--- src/rtl/ber_test_sequencer.sv ---
// ber_test_sequencer
//
// Purpose:
//   Sequences one bit-error-rate measurement on the PRBS31 -> PAM-4 ->
//   channel -> DFE -> decode -> prbs31_checker loop. A run pulses the
//   datapath reset and enables the generator. It then discards a fixed
//   number of received symbols so the pipeline can fill and the checker
//   can lock. Finally it measures a programmable bit window, or stops
//   early once the error limit is exceeded, and latches the results.
//   This block is the only driver of the datapath enable and the
//   datapath reset.
//
// Optional feature:
//   BER_TEST_SEQUENCER_WDT_EN - adds a watchdog over FLUSH and MEASURE.
//   It exits to DONE after WDT_CYCLES cycles without an rx_valid pulse,
//   and it adds the 'timeout' output port.
//
// Ports:
//   clk, rstn           clock, asynchronous active-low reset
//   start, abort        run control (abort has priority over start)
//   window_bits         bits to measure, latched on an accepted start
//   err_limit           early-stop error threshold, latched on an accepted start
//   rx_valid            received symbol strobe from the decoder
//   total_bits          running bit count from the checker
//   total_bit_errors    running error count from the checker
//   gen_en              generator enable
//   chain_rstn          registered active-low datapath reset
//   busy, done          run status
//   meas_bits           bits counted in the window
//   meas_errors         errors counted in the window
//   limit_hit           run ended on the error limit
//   state_o             IDLE=0, RESET=1, FLUSH=2, MEASURE=3 (DONE reads as 0)
//   timeout             watchdog exit flag (only with BER_TEST_SEQUENCER_WDT_EN)

module ber_test_sequencer #(
    parameter int CNT_WIDTH    = 32,
    parameter int RST_CYCLES   = 4,
    parameter int FLUSH_VALIDS = 64,
    parameter int WDT_CYCLES   = 1024
) (
    input  logic                 clk,
    input  logic                 rstn,
    input  logic                 start,
    input  logic                 abort,
    input  logic [CNT_WIDTH-1:0] window_bits,
    input  logic [CNT_WIDTH-1:0] err_limit,
    input  logic                 rx_valid,
    input  logic [CNT_WIDTH-1:0] total_bits,
    input  logic [CNT_WIDTH-1:0] total_bit_errors,
    output logic                 gen_en,
    output logic                 chain_rstn,
    output logic                 busy,
    output logic                 done,
    output logic [CNT_WIDTH-1:0] meas_bits,
    output logic [CNT_WIDTH-1:0] meas_errors,
    output logic                 limit_hit,
`ifdef BER_TEST_SEQUENCER_WDT_EN
    output logic [1:0]           state_o,
    output logic                 timeout
`else
    output logic [1:0]           state_o
`endif
);

    localparam int RST_W   = $clog2(RST_CYCLES + 1);
    localparam int FLUSH_W = $clog2(FLUSH_VALIDS + 1);
    localparam logic [RST_W-1:0]   RST_LAST   = RST_W'(RST_CYCLES - 1);
    localparam logic [FLUSH_W-1:0] FLUSH_LAST = FLUSH_W'(FLUSH_VALIDS - 1);

    typedef enum logic [2:0] {
        S_IDLE,
        S_RESET,
        S_FLUSH,
        S_MEASURE,
        S_DONE
    } state_t;

    state_t                 state_q, state_d;
    logic [RST_W-1:0]       rstCnt_q, rstCnt_d;
    logic [FLUSH_W-1:0]     flushCnt_q, flushCnt_d;
    logic [CNT_WIDTH-1:0]   windowBits_q, windowBits_d;
    logic [CNT_WIDTH-1:0]   errLimit_q, errLimit_d;
    logic [CNT_WIDTH-1:0]   baseBits_q, baseBits_d;
    logic [CNT_WIDTH-1:0]   baseErr_q, baseErr_d;
    logic [CNT_WIDTH-1:0]   measBits_q, measBits_d;
    logic [CNT_WIDTH-1:0]   measErrors_q, measErrors_d;
    logic                   limitHit_q, limitHit_d;
    logic                   genEn_q, genEn_d;
    logic                   chainRstn_q, chainRstn_d;
    logic                   busy_q, busy_d;
    logic                   done_q, done_d;
    logic [1:0]             stateO_q, stateO_d;

    // Window deltas use modulo subtraction so a checker counter that wraps
    // inside the window still gives the right distance from the baseline.
    logic [CNT_WIDTH-1:0]   dBits, dErr;
    logic                   errOver, winDone;

`ifdef BER_TEST_SEQUENCER_WDT_EN
    localparam int WDT_W = $clog2(WDT_CYCLES + 1);
    localparam logic [WDT_W-1:0] WDT_LAST = WDT_W'(WDT_CYCLES - 1);
    logic [WDT_W-1:0]       wdtCnt_q, wdtCnt_d;
    logic                   timeout_q, timeout_d;
    logic                   wdtExpire;
`endif

    // Next-state, result latching and registered-output computation.
    // Outputs are derived from the next state so they change on the same
    // edge as the state register.
    always_comb begin
        state_d      = state_q;
        rstCnt_d     = rstCnt_q;
        flushCnt_d   = flushCnt_q;
        windowBits_d = windowBits_q;
        errLimit_d   = errLimit_q;
        baseBits_d   = baseBits_q;
        baseErr_d    = baseErr_q;
        measBits_d   = measBits_q;
        measErrors_d = measErrors_q;
        limitHit_d   = limitHit_q;

        dBits   = total_bits - baseBits_q;
        dErr    = total_bit_errors - baseErr_q;
        errOver = (dErr > errLimit_q);
        winDone = (dBits >= windowBits_q);

`ifdef BER_TEST_SEQUENCER_WDT_EN
        timeout_d = timeout_q;
        wdtExpire = !rx_valid && (wdtCnt_q == WDT_LAST);
`endif

        if (abort) begin
            state_d = S_IDLE;
        end else begin
            case (state_q)
                S_IDLE, S_DONE: begin
                    if (start) begin
                        state_d      = S_RESET;
                        rstCnt_d     = '0;
                        windowBits_d = window_bits;
                        errLimit_d   = err_limit;
                        measBits_d   = '0;
                        measErrors_d = '0;
                        limitHit_d   = 1'b0;
`ifdef BER_TEST_SEQUENCER_WDT_EN
                        timeout_d    = 1'b0;
`endif
                    end
                end
                S_RESET: begin
                    if (rstCnt_q == RST_LAST) begin
                        state_d    = S_FLUSH;
                        flushCnt_d = '0;
                    end else begin
                        rstCnt_d = rstCnt_q + RST_W'(1);
                    end
                end
                S_FLUSH: begin
                    if (rx_valid) begin
                        if (flushCnt_q == FLUSH_LAST) begin
                            state_d    = S_MEASURE;
                            baseBits_d = total_bits;
                            baseErr_d  = total_bit_errors;
                        end else begin
                            flushCnt_d = flushCnt_q + FLUSH_W'(1);
                        end
                    end
`ifdef BER_TEST_SEQUENCER_WDT_EN
                    else if (wdtExpire) begin
                        state_d      = S_DONE;
                        measBits_d   = '0;
                        measErrors_d = '0;
                        limitHit_d   = 1'b0;
                        timeout_d    = 1'b1;
                    end
`endif
                end
                S_MEASURE: begin
                    // An error-limit stop takes precedence in limit_hit even
                    // when the window completes on the same cycle.
                    if (errOver || winDone) begin
                        state_d      = S_DONE;
                        measBits_d   = dBits;
                        measErrors_d = dErr;
                        limitHit_d   = errOver;
                    end
`ifdef BER_TEST_SEQUENCER_WDT_EN
                    else if (wdtExpire) begin
                        state_d      = S_DONE;
                        measBits_d   = dBits;
                        measErrors_d = dErr;
                        limitHit_d   = 1'b0;
                        timeout_d    = 1'b1;
                    end
`endif
                end
                default: state_d = S_IDLE;
            endcase
        end

`ifdef BER_TEST_SEQUENCER_WDT_EN
        if ((state_d != state_q) || rx_valid) begin
            wdtCnt_d = '0;
        end else if ((state_q == S_FLUSH) || (state_q == S_MEASURE)) begin
            wdtCnt_d = wdtCnt_q + WDT_W'(1);
        end else begin
            wdtCnt_d = wdtCnt_q;
        end
`endif

        genEn_d     = (state_d == S_FLUSH) || (state_d == S_MEASURE);
        chainRstn_d = (state_d != S_RESET);
        busy_d      = (state_d == S_RESET) || (state_d == S_FLUSH) || (state_d == S_MEASURE);
        done_d      = (state_d == S_DONE);
        case (state_d)
            S_RESET:   stateO_d = 2'd1;
            S_FLUSH:   stateO_d = 2'd2;
            S_MEASURE: stateO_d = 2'd3;
            default:   stateO_d = 2'd0;
        endcase
    end

    // State, counters, latched configuration/results and registered outputs.
    always_ff @(posedge clk or negedge rstn) begin
        if (!rstn) begin
            state_q      <= S_IDLE;
            rstCnt_q     <= '0;
            flushCnt_q   <= '0;
            windowBits_q <= '0;
            errLimit_q   <= '0;
            baseBits_q   <= '0;
            baseErr_q    <= '0;
            measBits_q   <= '0;
            measErrors_q <= '0;
            limitHit_q   <= 1'b0;
            genEn_q      <= 1'b0;
            chainRstn_q  <= 1'b0;
            busy_q       <= 1'b0;
            done_q       <= 1'b0;
            stateO_q     <= 2'd0;
`ifdef BER_TEST_SEQUENCER_WDT_EN
            wdtCnt_q     <= '0;
            timeout_q    <= 1'b0;
`endif
        end else begin
            state_q      <= state_d;
            rstCnt_q     <= rstCnt_d;
            flushCnt_q   <= flushCnt_d;
            windowBits_q <= windowBits_d;
            errLimit_q   <= errLimit_d;
            baseBits_q   <= baseBits_d;
            baseErr_q    <= baseErr_d;
            measBits_q   <= measBits_d;
            measErrors_q <= measErrors_d;
            limitHit_q   <= limitHit_d;
            genEn_q      <= genEn_d;
            chainRstn_q  <= chainRstn_d;
            busy_q       <= busy_d;
            done_q       <= done_d;
            stateO_q     <= stateO_d;
`ifdef BER_TEST_SEQUENCER_WDT_EN
            wdtCnt_q     <= wdtCnt_d;
            timeout_q    <= timeout_d;
`endif
        end
    end

    assign gen_en      = genEn_q;
    assign chain_rstn  = chainRstn_q;
    assign busy        = busy_q;
    assign done        = done_q;
    assign meas_bits   = measBits_q;
    assign meas_errors = measErrors_q;
    assign limit_hit   = limitHit_q;
    assign state_o     = stateO_q;
`ifdef BER_TEST_SEQUENCER_WDT_EN
    assign timeout     = timeout_q;
`endif

endmodule

--- config.mk ---
export PLATFORM = sky130hd
export DESIGN_NAME = ber_test_sequencer
export DESIGN_NICKNAME = d
export VERILOG_FILES = /design/src/rtl/ber_test_sequencer.sv
export SDC_FILE = /design/constraint.sdc
export NUM_CORES = 1
export LEC_CHECK = 0
export ABC_AREA = 1
export CORE_UTILIZATION = 50
export CTS_BUF_LIST = sky130_fd_sc_hd__clkbuf_2 sky130_fd_sc_hd__clkbuf_4 sky130_fd_sc_hd__clkbuf_8
export DETAILED_ROUTE_END_ITERATION = 10
export GPL_TIMING_DRIVEN = 0
export PLACE_DENSITY = 0.74
export RECOVER_POWER = 50
export SLEW_MARGIN = 25
export SYNTH_ARGS = -nofsm -noshare
export SYNTH_HDL_FRONTEND = slang
export SYNTH_SLANG_ARGS = --single-unit
--- constraint.sdc ---
create_clock -name clk -period 8.2 [get_ports clk]
set_input_delay 1.23 -clock clk [delete_from_list [all_inputs] [get_ports clk]]
set_output_delay 1.23 -clock clk [all_outputs]
set_load 0.005 [all_outputs]
After elaboration in Yosys (flattened, before gate mapping)
Cells that the tools add are included.
{"block": "classes", "addsub": 4, "n_lt_le_gt_ge": 2, "n_eq_ne": 17, "mux": 23, "bitwise": 1, "reduce_logical": 14}
{"cell": "$pmux W32 S2", "n": 2}
{"cell": "$mux W32", "n": 3}
{"cell": "$sub A32 B32 Y32", "n": 2}
{"cell": "$ge A32 B32 Y1", "n": 1}
{"cell": "$gt A32 B32 Y1", "n": 1}
{"cell": "$mux W3", "n": 8}
{"cell": "$mux W7", "n": 3}
{"cell": "$eq A3 B2 Y1 const B", "n": 5}
{"cell": "$pmux W7 S2", "n": 1}
{"cell": "$ne A2 B2 Y1 const B", "n": 6}
{"cell": "$pmux W3 S4", "n": 1}
{"cell": "$reduce_and A4 Y1", "n": 3}
{"cell": "$add A7 B1 Y7 const B", "n": 1}
{"cell": "$eq A7 B6 Y1 const B", "n": 1}
{"cell": "$eq A3 B1 Y1 const B", "n": 2}
{"cell": "$eq A3 B3 Y1 const B", "n": 2}
{"cell": "$pmux W2 S3", "n": 1}
{"cell": "$pmux W3 S2", "n": 1}
{"cell": "$reduce_bool A2 Y1", "n": 3}
{"cell": "$reduce_and A5 Y1", "n": 1}
{"cell": "$logic_or A1 B1 Y1", "n": 4}
{"cell": "$add A3 B1 Y3 const B", "n": 1}
{"cell": "$logic_not A3 Y1", "n": 1}
{"cell": "$ne A3 B1 Y1 const B", "n": 1}
{"cell": "other kinds (5)", "n": 6}
{"block": "totals", "register_bits": 212, "in_bits": 133}

Depth between registers and ports, before layout
Gate-level depths: netlist (run 1).
{"block": "logic_depth", "depth_word": 9, "depth_mapped": 33}

Least setup slack after synthesis (run 1)
No wires, ideal clock.
{"block": "synth_path", "path_type": "input port to flip-flop", "startpoint": "input total_bit_errors[0]", "endpoint": "register measBits_q[21], in the netlist meas_bits[21]", "arrival_ns": 4.075, "t_required_ns": 8.083, "path_slack_ns": 4.009, "cell_stages": 30, "path_buffers": 2, "cell_sequence": "inv_1 -> ha_1 -> inv_1 -> fa_1 -> nand2_1 -> nand2_1 -> o21ai_0 -> o21ai_2 -> nand2_1 -> nand2_1 -> nand2_1 -> nand3_1 -> nand2_1 -> inv_1 -> ha_1 -> nand2_1 -> nor2_1 -> nand2_1 -> nor2_2 -> nand2_1 -> nand2_1 -> nand2_2 -> nand2_1 -> nand2_2 -> nand2_4 -> nand2_4 -> buf_12 -> buf_12 -> nand2_2 -> nand2_1"}
{"block": "synth_between", "elab_chain_len": 5}
{"item": "start: declaration", "line_no": "49", "rtl": "input logic [CNT_WIDTH-1:0] total_bit_errors,"}
{"item": "$sub A32 B32 Y32", "line_no": "123", "rtl": "dErr = total_bit_errors - baseErr_q;"}
{"item": "$gt A32 B32 Y1", "line_no": "124", "rtl": "errOver = (dErr > errLimit_q);"}
{"item": "$logic_or A1 B1 Y1", "line_no": "181", "rtl": "if (errOver || winDone) begin"}
{"item": "$ne A2 B2 Y1 (no source line)"}
{"item": "$reduce_and A4 Y1 (no source line)"}
{"item": "end signal: assignment", "line_no": "253", "rtl": "measBits_q <= measBits_d;"}
{"item": "end: declaration", "line_no": "85", "rtl": "logic [CNT_WIDTH-1:0] measBits_q, measBits_d;"}
No other way between the ends.
A chain may end at the register's enable or synchronous reset.

Worst setup path in the final report (run 1)
{"block": "layout_path", "startpoint": "input total_bit_errors[0]", "endpoint": "register limitHit_q, in the netlist limit_hit"}
{"block": "layout_between", "elab_chain_len": 5}
{"item": "$sub A32 B32 Y32 (*)", "line_no": "123"}
{"item": "$gt A32 B32 Y1 (*)", "line_no": "124"}
{"item": "$logic_or A1 B1 Y1", "line_no": "181"}
{"item": "$ne A2 B2 Y1 (no source line)"}
{"item": "$reduce_and A4 Y1 (no source line)"}
{"item": "end signal: assignment", "line_no": "255", "rtl": "limitHit_q <= limitHit_d;"}
{"item": "end: declaration", "line_no": "87", "rtl": "logic limitHit_q, limitHit_d;"}
Every way passes the cells marked *; elsewhere a longest branch is shown, timed or not. The select of a mux whose other input is x is not followed.

==> results of run 1 <==
cell type report:
| type | instances | area share |
|---|---|---|
| inverters | 319 | 0.0661 |
| plain buffers | 49 | 0.0191 |
| repair buffers | 205 | 0.115 |
| flip-flops and latches | 212 | 0.293 |
| clock buffers | 61 | 0.0439 |
| well taps | 384 | 0.0265 |
| clock inverters | 13 | 0.00835 |
| multi-input cells | 1366 | 0.429 |
per-layer routing:
metal,track usage,vias up
met3,0.0418,85
met1,0.373,6142
li1,-,6689
met2,0.455,382
met5,0,-
met4,0.0933,0
worst min-delay path by stage:
stage	cells after the start	from	end
6_report	2	meas_bits[10]$_DFFE_PN0P_	meas_bits[10]$_DFFE_PN0P_
4_1_cts	2	meas_bits[10]$_DFFE_PN0P_	meas_bits[10]$_DFFE_PN0P_
3_3_place_gp	2	meas_bits[10]$_DFFE_PN0P_	meas_bits[10]$_DFFE_PN0P_
3_5_place_dp	2	meas_bits[10]$_DFFE_PN0P_	meas_bits[10]$_DFFE_PN0P_
5_1_grt	2	meas_errors[7]$_DFFE_PN0P_	meas_errors[7]$_DFFE_PN0P_
2_1_floorplan	2	rstCnt_q[2]$_DFFE_PN0P_	rstCnt_q[2]$_DFFE_PN0P_
sequential cells by signal, summed over array words and instances, names as in the netlist, 2 cells and up:
name          cells
baseErr_q        32
meas_bits        32
meas_errors      32
state_q           3
errLimit_q       32
baseBits_q       32
state_o           2
windowBits_q     32
flushCnt_q        7
rstCnt_q          3
critical path: cells and delay by family:
kind            cells  cell delay [ns]
buf+inv             6             1.03
simple gates       19             2.03
fa+ha+maj           3             0.67
compound gates      2             0.50
placed cells by master, fill, tap and decap left out, types with 7 or more instances in the layout:
cell                                n
sky130_fd_sc_hd__a21oi_1          171
sky130_fd_sc_hd__clkinv_2           7
sky130_fd_sc_hd__clkbuf_8          54
sky130_fd_sc_hd__o21ai_0           55
sky130_fd_sc_hd__nand4_1           14
sky130_fd_sc_hd__ha_1             129
sky130_fd_sc_hd__clkbuf_4           8
sky130_fd_sc_hd__nand2_2           52
sky130_fd_sc_hd__clkbuf_1          23
sky130_fd_sc_hd__nor3_1            12
sky130_fd_sc_hd__nand3_1          121
sky130_fd_sc_hd__buf_2              9
sky130_fd_sc_hd__clkdlybuf4s50_1  200
sky130_fd_sc_hd__nand2_1          411
sky130_fd_sc_hd__inv_1            319
sky130_fd_sc_hd__nand3b_1           9
sky130_fd_sc_hd__o21bai_1          10
sky130_fd_sc_hd__mux2_2            64
sky130_fd_sc_hd__nor2_1           243
sky130_fd_sc_hd__dfrtp_1          212
sky130_fd_sc_hd__xor2_1            31
where the power goes:
part / switching (mW) / internal [mW]
Clock: 0.477 / 0.720
Sequential: 0.0232 / 1.11
Combinational: 0.414 / 0.271
logic make-up after synthesis:
group,synth area share
fa+ha+maj,0.113
simple gates,0.255
flops,0.363
mux,0.0493
xor+xnor,0.0210
compound gates,0.0934
buf+inv,0.106
==> results.json, run 1 <==
{
  "reg2reg_setup_slack_ns": 4.02,
  "violations": "capacitance limit, slew limit",
  "cts_hold_bufs": 0,
  "m1WireLength_um": 18600,
  "cp.required_ns": 8.66,
  "drive_above_1_share": 0.101,
  "wl_per_cell_um": 15.6,
  "cts.clk_slew.worst_paths_ns": 0.05,
  "cts_resized": 0,
  "number_of_setup_buffers_added_after_cts": 0,
  "post-synth-top-count-cell": "sky130_fd_sc_hd__nand2_1",
  "critical_path_arrival_ns": 5.49,
  "crit_top_cell": "sky130_fd_sc_hd__nand2_1",
  "wl_met2_um": 18500,
  "worst_hold_slack_ns": 0.476,
  "ir_drop_mv": 0.109,
  "setup_viol_count_final": 0,
  "numPortBuffers": 203,
  "num_io_pins": 204,
  "cts-root-to-sink-buffers": 3,
  "max-cap-violations": 1,
  "drt_iter0_markers": 855,
  "hpwlAfterDp_um": 32900,
  "fin_setup_tns_ns": 0,
  "worst_clock_skew_ns": 0.0339,
  "fin_ws_ns": 3.16,
  "routed_via_density": 5.10,
  "postSynthRegisterBits": 212,
  "worstSetupPathType": "in2reg",
  "synth_async_sr_flop_share": 1.00,
  "worstReg2RegEnd": "limit_hit$_DFFE_PN0P_",
  "start_kind": "input port",
  "clk_root_buffer_cell": "sky130_fd_sc_hd__clkbuf_8",
  "maxUsedRoutingLayer": "met4",
  "antenna_cells": 0,
  "final_core_util": 0.630,
  "timing_max_transition_violations_final": 61,
  "grt_max_degree": 80,
  "layout_worst_path_cycle_share": 0.614,
  "synth_to_final_area_change_pct": 23.9,
  "setup.worst_path.end": "limit_hit$_DFFE_PN0P_",
  "numPlacedInstances": 2535,
  "number_of_flops_mapped_to_enable_cells_by_yosys": 0,
  "placement.setup.worst_slack_ns": 2.66,
  "place.gp.congestion": 0.898,
  "timing.hold.worst.class": "reg2reg",
  "tightestPinTransition_ns": 3.43,
  "tritoncts_num_sinks": 212,
  "run_status": "complete, but fails checks",
  "drc_violations": 0,
  "max_slew_margin": -1.29,
  "global_route.overflow_total": 0,
  "timing.rr.start": "baseErr_q[0]$_DFFE_PN0P_",
  "vias": 13300,
  "synthesis.area_mm2": 0.0146,
  "route.antenna.remaining_nets": 0,
  "placed_area_mm2": 0.0172,
  "cpMaxStageDelayCell": "sky130_fd_sc_hd__clkdlybuf4s50_1",
  "multi_input_area_mm2": 0.00777,
  "cts-htree-levels": 2,
  "post_synth_most_frequent_cells": "sky130_fd_sc_hd__nand2_1 (411), sky130_fd_sc_hd__inv_1 (319), sky130_fd_sc_hd__nor2_1 (243)",
  "tritoncts": "built",
  "wirelength_um": 40700,
  "fillCellCount": 2647,
  "power-per-cell-area_mw_per_mm2": 167,
  "total_power_mw": 3.02,
  "post-route-cell-area_mm2": 0.0181,
  "max_freq_ghz": 0.199,
  "floorplan.rows": 62,
  "drtPass1Iterations": 5,
  "grt_use_total": 0.277,
  "synth_fp_nets": 2210,
  "ys_top_cells_by_area": "sky130_fd_sc_hd__dfrtp_1 (36%), sky130_fd_sc_hd__ha_1 (11%), sky130_fd_sc_hd__nand2_1 (11%)",
  "coreArea_mm2": 0.0288,
  "synth_warnings": 0,
  "yosysTopAreaCellShare": 0.363,
  "rsz0062_at_grt": "false",
  "instances_no_fill": 2609,
  "routed-wl-met3_um": 2370,
  "cp-end-kind": "register",
  "startpoint": "total_bit_errors[0]",
  "register_area_mm2": 0.00531,
  "rr_worst_depth": 28,
  "start_util": 0.508,
  "vias_in_the_first_global_route": 13200,
  "grt_antenna_before_repair": 1,
  "dieArea_mm2": 0.0299,
  "syn-mean-instance-area_um2": 7.52,
  "cts_inserted_buffers": 40,
  "seq_area_frac_synth": 0.363,
  "p_leak_nw": 9.35,
  "cp_max_fo": 10,
  "timing.final.hold_violations": 0,
  "yosys.cell_types.count": 42,
  "yosys_most_used_dff": "sky130_fd_sc_hd__dfrtp_1",
  "grt_first_pass_wirelength_um": 66400,
  "die_x_um": 173,
  "clkLatencyLatePin_ns": 0.57,
  "synth_top_area_cell": "sky130_fd_sc_hd__dfrtp_1",
  "layout.nets": 2457,
  "die-height_um": 173,
  "synthCells": 1946,
  "min_cycle_time_layout_ns": 5.04,
  "slowest_delay_ns": 0.49
}
No activity file was read; power rests on OpenSTA's default activity.
==> run 2, diff against run 1 <==
--- a/config.mk
+++ b/config.mk
@@ -10,7 +10,7 @@
 export CTS_BUF_LIST = sky130_fd_sc_hd__clkbuf_2 sky130_fd_sc_hd__clkbuf_4 sky130_fd_sc_hd__clkbuf_8
 export DETAILED_ROUTE_END_ITERATION = 10
 export GPL_TIMING_DRIVEN = 0
-export PLACE_DENSITY = 0.74
+export PLACE_DENSITY = 0.77
 export RECOVER_POWER = 50
 export SLEW_MARGIN = 25
 export SYNTH_ARGS = -nofsm -noshare
==> constraint.sdc (replaced) <==
create_clock -name clk -period 4.4 [get_ports clk]
set_input_delay 0.66 -clock clk [delete_from_list [all_inputs] [get_ports clk]]
set_output_delay 0.66 -clock clk [all_outputs]
set_load 0.005 [all_outputs]
==> results.json, run 2 (synthesis gave the netlist of run 1 again) <==
{
  "fin_setup_tns_ns": 0,
  "drtPass1Iterations": 5,
  "instances_no_fill": 2603,
  "cts-htree-levels": 2,
  "vias_in_the_first_global_route": 13300,
  "coreArea_mm2": 0.0288,
  "timing_max_transition_violations_final": 47,
  "max_slew_margin": -0.783,
  "cts_inserted_buffers": 39,
  "hpwlAfterDp_um": 33300,
  "wl_per_cell_um": 16.0,
  "p_leak_nw": 9.29,
  "synth_to_final_area_change_pct": 23.5,
  "floorplan.rows": 62,
  "min_delay_path_depth": 2,
  "global_route.overflow_total": 0,
  "clkLatencyLatePin_ns": 0.56,
  "timing.hold.worst.class": "reg2reg",
  "drc_violations": 0,
  "run_status": "complete, but fails checks",
  "grt_max_degree": 89,
  "num_io_pins": 204,
  "cts-root-to-sink-buffers": 3,
  "worst_clock_skew_ns": 0.0189,
  "drive_above_1_share": 0.104,
  "hold_path_startpoint": "meas_bits[10]$_DFFE_PN0P_",
  "multi_input_area_mm2": 0.00781,
  "placement.setup.worst_slack_ns": -0.526,
  "max-cap-violations": 1,
  "setup_viol_count_final": 0,
  "slowest_delay_ns": 0.42,
  "place.gp.congestion": 0.918,
  "cp.required_ns": 4.83,
  "worst_hold_slack_ns": 0.478,
  "ir_drop_mv": 0.195,
  "holdPathEnd": "meas_bits[10]$_DFFE_PN0P_",
  "cts_hold_bufs": 0,
  "cp-end-kind": "register",
  "cts.clk_slew.worst_paths_ns": 0.06,
  "tightestPinTransition_ns": 2.68,
  "tritoncts_num_sinks": 212,
  "start_kind": "input port",
  "grt_first_pass_wirelength_um": 67700,
  "min_cycle_time_layout_ns": 4.22,
  "clk_root_buffer_cell": "sky130_fd_sc_hd__clkbuf_8",
  "grt_use_total": 0.284,
  "layout_common_cells": "sky130_fd_sc_hd__nand2_1 (407), sky130_fd_sc_hd__inv_1 (318), sky130_fd_sc_hd__nor2_1 (241)",
  "layout.cells.most_common": "sky130_fd_sc_hd__nand2_1",
  "worstReg2RegEnd": "meas_bits[2]$_DFFE_PN0P_",
  "timing.rr.start": "baseBits_q[0]$_DFFE_PN0P_",
  "die-height_um": 173,
  "fillCellCount": 2556,
  "crit_top_cell": "sky130_fd_sc_hd__nand2_1",
  "max_freq_ghz": 0.237,
  "routed_via_density": 5.18,
  "layout_worst_path_cycle_share": 0.958,
  "violations": "capacitance limit, slew limit",
  "worstSetupPathType": "in2reg",
  "route.antenna.remaining_nets": 0,
  "rr_worst_depth": 27,
  "drt_iter0_markers": 875,
  "fin_ws_ns": 0.184,
  "cpMaxStageDelayCell": "sky130_fd_sc_hd__clkdlybuf4s50_1",
  "register_area_mm2": 0.00531,
  "numPlacedInstances": 2535,
  "antenna_cells": 0,
  "start_util": 0.508,
  "die_x_um": 173,
  "vias": 13500,
  "critical_path_arrival_ns": 4.65,
  "wirelength_um": 41600,
  "reg2reg_setup_slack_ns": 0.46,
  "cp_max_fo": 10,
  "power-per-cell-area_mw_per_mm2": 301,
  "tritoncts": "built",
  "grt_antenna_before_repair": 0,
  "timing.final.hold_violations": 0,
  "dieArea_mm2": 0.0299,
  "layout.nets": 2457,
  "numPortBuffers": 203
}
-- run 2: changes by cell type in the layout (fill, tap and decap cells not counted), sizes merged, moves of 2 or more --
cell,delta
clkinvlp,+3
inv,-3
bufinv,-2
clkinv,-5
-- run 2: what timing repair did --
item / 4_1_cts / 5_1_grt
endpoints found under the setup margin: 0 / 65
setup buffers: 0 / 1
resized for setup: 0 / 25
-- run 2: where the power goes --
group / switching, mW / internal [mW] / leakage [nW]
clock network: 0.852 / 1.18 / 0.435
logic: 0.786 / 0.512 / 6.10
registers: 0.0427 / 2.08 / 2.75
-- run 2: area by class of cell --
type | count | share of cell area
buffer | 49 | 0.0203
clock buffer | 61 | 0.0430
clock inverter | 6 | 0.00346
inverter | 319 | 0.0663
multi-input combinational | 1366 | 0.432
sequential | 212 | 0.294
tap | 384 | 0.0266
timing repair buffer | 206 | 0.114
-- run 2: routing by layer --
layer / track usage / up-vias / wire length (um)
met4: 0.0970 / 0 / 1380
met3: 0.0394 / 88 / 2540
met2: 0.473 / 439 / 19400
met1: 0.379 / 6261 / 18300
li1: - / 6694 / -
met5: 0 / - / 0
-- run 2: how the worst max path moves through the flow --
| stage | from | to | slack, ns | cells after the start |
|---|---|---|---|---|
| after floorplan | total_bit_errors[0] | meas_bits[21]$_DFFE_PN0P_ | 0.78 | 30 |
| after global placement | rstn | baseErr_q[25]$_DFFE_PN0P_ | -6.22 | 1 |
| after detailed placement | total_bit_errors[0] | meas_bits[31]$_DFFE_PN0P_ | -0.53 | 30 |
| after CTS | total_bit_errors[0] | meas_bits[31]$_DFFE_PN0P_ | 0.02 | 30 |
| after global routing | total_bit_errors[0] | meas_bits[2]$_DFFE_PN0P_ | -0.01 | 32 |
| final | total_bits[0] | meas_bits[2]$_DFFE_PN0P_ | 0.18 | 29 |
-- run 2: stage by stage --
step,cell area (um2),utilization,total power [mW]
after global placement,17100,0.596,3.37
final,18100,0.628,5.44
after floorplan,14600,-,2.96
after detailed placement,17200,0.598,3.42
after global routing,18100,0.628,5.75
after CTS,18000,0.627,5.47
-- run 2: critical path: cells and delay by family --
family	cells	cell delay [ns]
xor gates and xnor gates	1	0.33
buffers and inverters	7	1.05
AOI/OAI and AO/OA	2	0.19
adders and majority gates	3	0.83
and+or+nand+nor	16	1.57
==> run 3, diff against run 2 <==
--- a/config.mk
+++ b/config.mk
@@ -9,7 +9,7 @@
 export CORE_UTILIZATION = 50
 export CTS_BUF_LIST = sky130_fd_sc_hd__clkbuf_2 sky130_fd_sc_hd__clkbuf_4 sky130_fd_sc_hd__clkbuf_8
 export DETAILED_ROUTE_END_ITERATION = 10
-export GPL_TIMING_DRIVEN = 0
+export GPL_TIMING_DRIVEN = 1
 export PLACE_DENSITY = 0.77
 export RECOVER_POWER = 50
 export SLEW_MARGIN = 25
==> results.json, run 3 (synthesis gave the netlist of run 1 again) <==
{
  "placed_area_mm2": 0.0175,
  "numPortBuffers": 203,
  "hpwlAfterDp_um": 31700,
  "cp_top_family": "simple AND/OR/NAND/NOR gates",
  "timing_max_transition_violations_final": 324,
  "cts-htree-levels": 2,
  "wl_per_cell_um": 15.2,
  "vias": 13500,
  "worstSetupPathType": "in2reg",
  "tritoncts": "built",
  "routed_via_density": 5.12,
  "cp_max_fo": 28,
  "max_slew_margin": -0.723,
  "cp.required_ns": 4.83,
  "cpMaxStageDelayCell": "sky130_fd_sc_hd__clkdlybuf4s50_1",
  "drive_above_1_share": 0.122,
  "vias_in_the_first_global_route": 13500,
  "place.gp.congestion": 0.950,
  "grt_first_pass_wirelength_um": 66500,
  "cp-end-kind": "register",
  "worst_clock_skew_ns": 0.0248,
  "clkLatencyLatePin_ns": 0.56,
  "crit_top_cell": "sky130_fd_sc_hd__nand2_1",
  "worst_hold_slack_ns": 0.484,
  "grt_max_degree": 127,
  "max_freq_ghz": 0.242,
  "global_route.overflow_total": 0,
  "tightestPinTransition_ns": 2.59,
  "tritoncts_num_sinks": 212,
  "setup_viol_count_final": 0,
  "wirelength_um": 40000,
  "dieArea_mm2": 0.0299,
  "drt_iter0_markers": 843,
  "grt_antenna_before_repair": 0,
  "antenna_cells": 0,
  "max-cap-violations": 5,
  "rsz0062_at_grt": "false",
  "run_status": "complete, but fails checks",
  "route.antenna.remaining_nets": 0,
  "layout_worst_path_cycle_share": 0.940,
  "timing.final.hold_violations": 0,
  "worst-path-buf-inv": 5,
  "critical_path_arrival_ns": 4.57,
  "total_power_mw": 5.55,
  "cts-root-to-sink-buffers": 3,
  "die-height_um": 173,
  "start_kind": "input port",
  "cts_inserted_buffers": 39,
  "coreArea_mm2": 0.0288,
  "synth_to_final_area_change_pct": 25.1,
  "layout.nets": 2483,
  "p_leak_nw": 9.51,
  "cts_hold_bufs": 0,
  "violations": "capacitance limit, slew limit",
  "ir_drop_mv": 0.165,
  "die_x_um": 173,
  "floorplan.rows": 62,
  "clk_root_buffer_cell": "sky130_fd_sc_hd__clkbuf_8",
  "layout_common_cells": "sky130_fd_sc_hd__nand2_1 (411), sky130_fd_sc_hd__inv_1 (318), sky130_fd_sc_hd__nor2_1 (243)",
  "drtPass1Iterations": 7,
  "start_util": 0.508,
  "min_cycle_time_layout_ns": 4.14,
  "slowest_delay_ns": 0.41,
  "post-route-cell-area_mm2": 0.0183,
  "drc_violations": 0,
  "layout.cells.most_common": "sky130_fd_sc_hd__nand2_1",
  "num_io_pins": 204,
  "grt_use_total": 0.274,
  "cts.clk_slew.worst_paths_ns": 0.06,
  "timing.hold.worst.class": "reg2reg",
  "power-per-cell-area_mw_per_mm2": 303
}
## run 3: cell types whose count changed in the layout (fill, tap and decap cells not counted), sizes merged, moves of 2 or more
| cell | previous run | this run |
|---|---|---|
| clkinv | 2 | 4 |
| buf | 29 | 72 |
| dlygate4sd3 | 1 | 9 |
| clkinvlp | 3 | 1 |
| clkdlybuf4s50 | 201 | 193 |
| clkbuf | 85 | 66 |
| inv | 319 | 322 |
## run 3: final cells by class
type / count / area, um2
repair buffers: 281 / 2640
multi-input cells: 1366 / 7800
clock buffers: 59 / 756
inverters: 319 / 1200
clock inverters: 10 / 116
fillers: 2531 / 10500
well taps: 384 / 480
flip-flops and latches: 212 / 5310
## run 3: through the flow
stage,setup slack (ns),cells,util,setup TNS (ns)
6_report,0.263,2631,0.636,0
5_1_grt,0.0180,2631,0.636,0
4_1_cts,0.325,2630,0.637,0
2_1_floorplan,0.779,1946,-,0
3_3_place_gp,-0.181,2561,0.607,-10.40
3_5_place_dp,-0.246,2561,0.607,-13.54
## run 3: worst paths after layout
| check | start | endpoint | slack, ns | cells after the start |
|---|---|---|---|---|
| hold / removal | meas_errors[26]$_DFFE_PN0P_ | meas_errors[26]$_DFFE_PN0P_ | 0.48 | 2 |
| max in group asynchronous | rstn | meas_errors[23]$_DFFE_PN0P_ | 1.11 | 2 |
| min in group asynchronous | rstn | flushCnt_q[0]$_DFFE_PN0P_ | 0.84 | 1 |
| setup reg to reg | baseErr_q[0]$_DFFE_PN0P_ | meas_errors[12]$_DFFE_PN0P_ | 0.53 | 28 |
| hold reg to reg | meas_errors[26]$_DFFE_PN0P_ | meas_errors[26]$_DFFE_PN0P_ | 0.48 | 2 |
| setup / recovery | total_bit_errors[0] | meas_errors[12]$_DFFE_PN0P_ | 0.26 | 30 |
## run 3: worst min-delay path, stage by stage (launching register included)
cell and delay, ns:
sky130_fd_sc_hd__dfrtp_1 0.36, sky130_fd_sc_hd__nand2_2 0.05, sky130_fd_sc_hd__nand2_1 0.05
## run 3: report_power, final
part	internal (mW)	switching, mW
logic	0.551	0.786
registers	2.08	0.0429
clock network	1.22	0.872
## run 3: what timing repair did
action	CTS	global route
gates resized for setup	0	4
buffers inserted	0	1
endpoints found under the setup margin	0	65
## run 3: layer usage
| layer | GRT usage | vias to the layer above | part of all wire |
|---|---|---|---|
| li1 | - | 6730 | - |
| met1 | 0.353 | 6218 | 0.43 |
| met2 | 0.462 | 413 | 0.47 |
| met3 | 0.0394 | 101 | 0.060 |
| met4 | 0.112 | 0 | 0.040 |
| met5 | 0 | - | 0 |
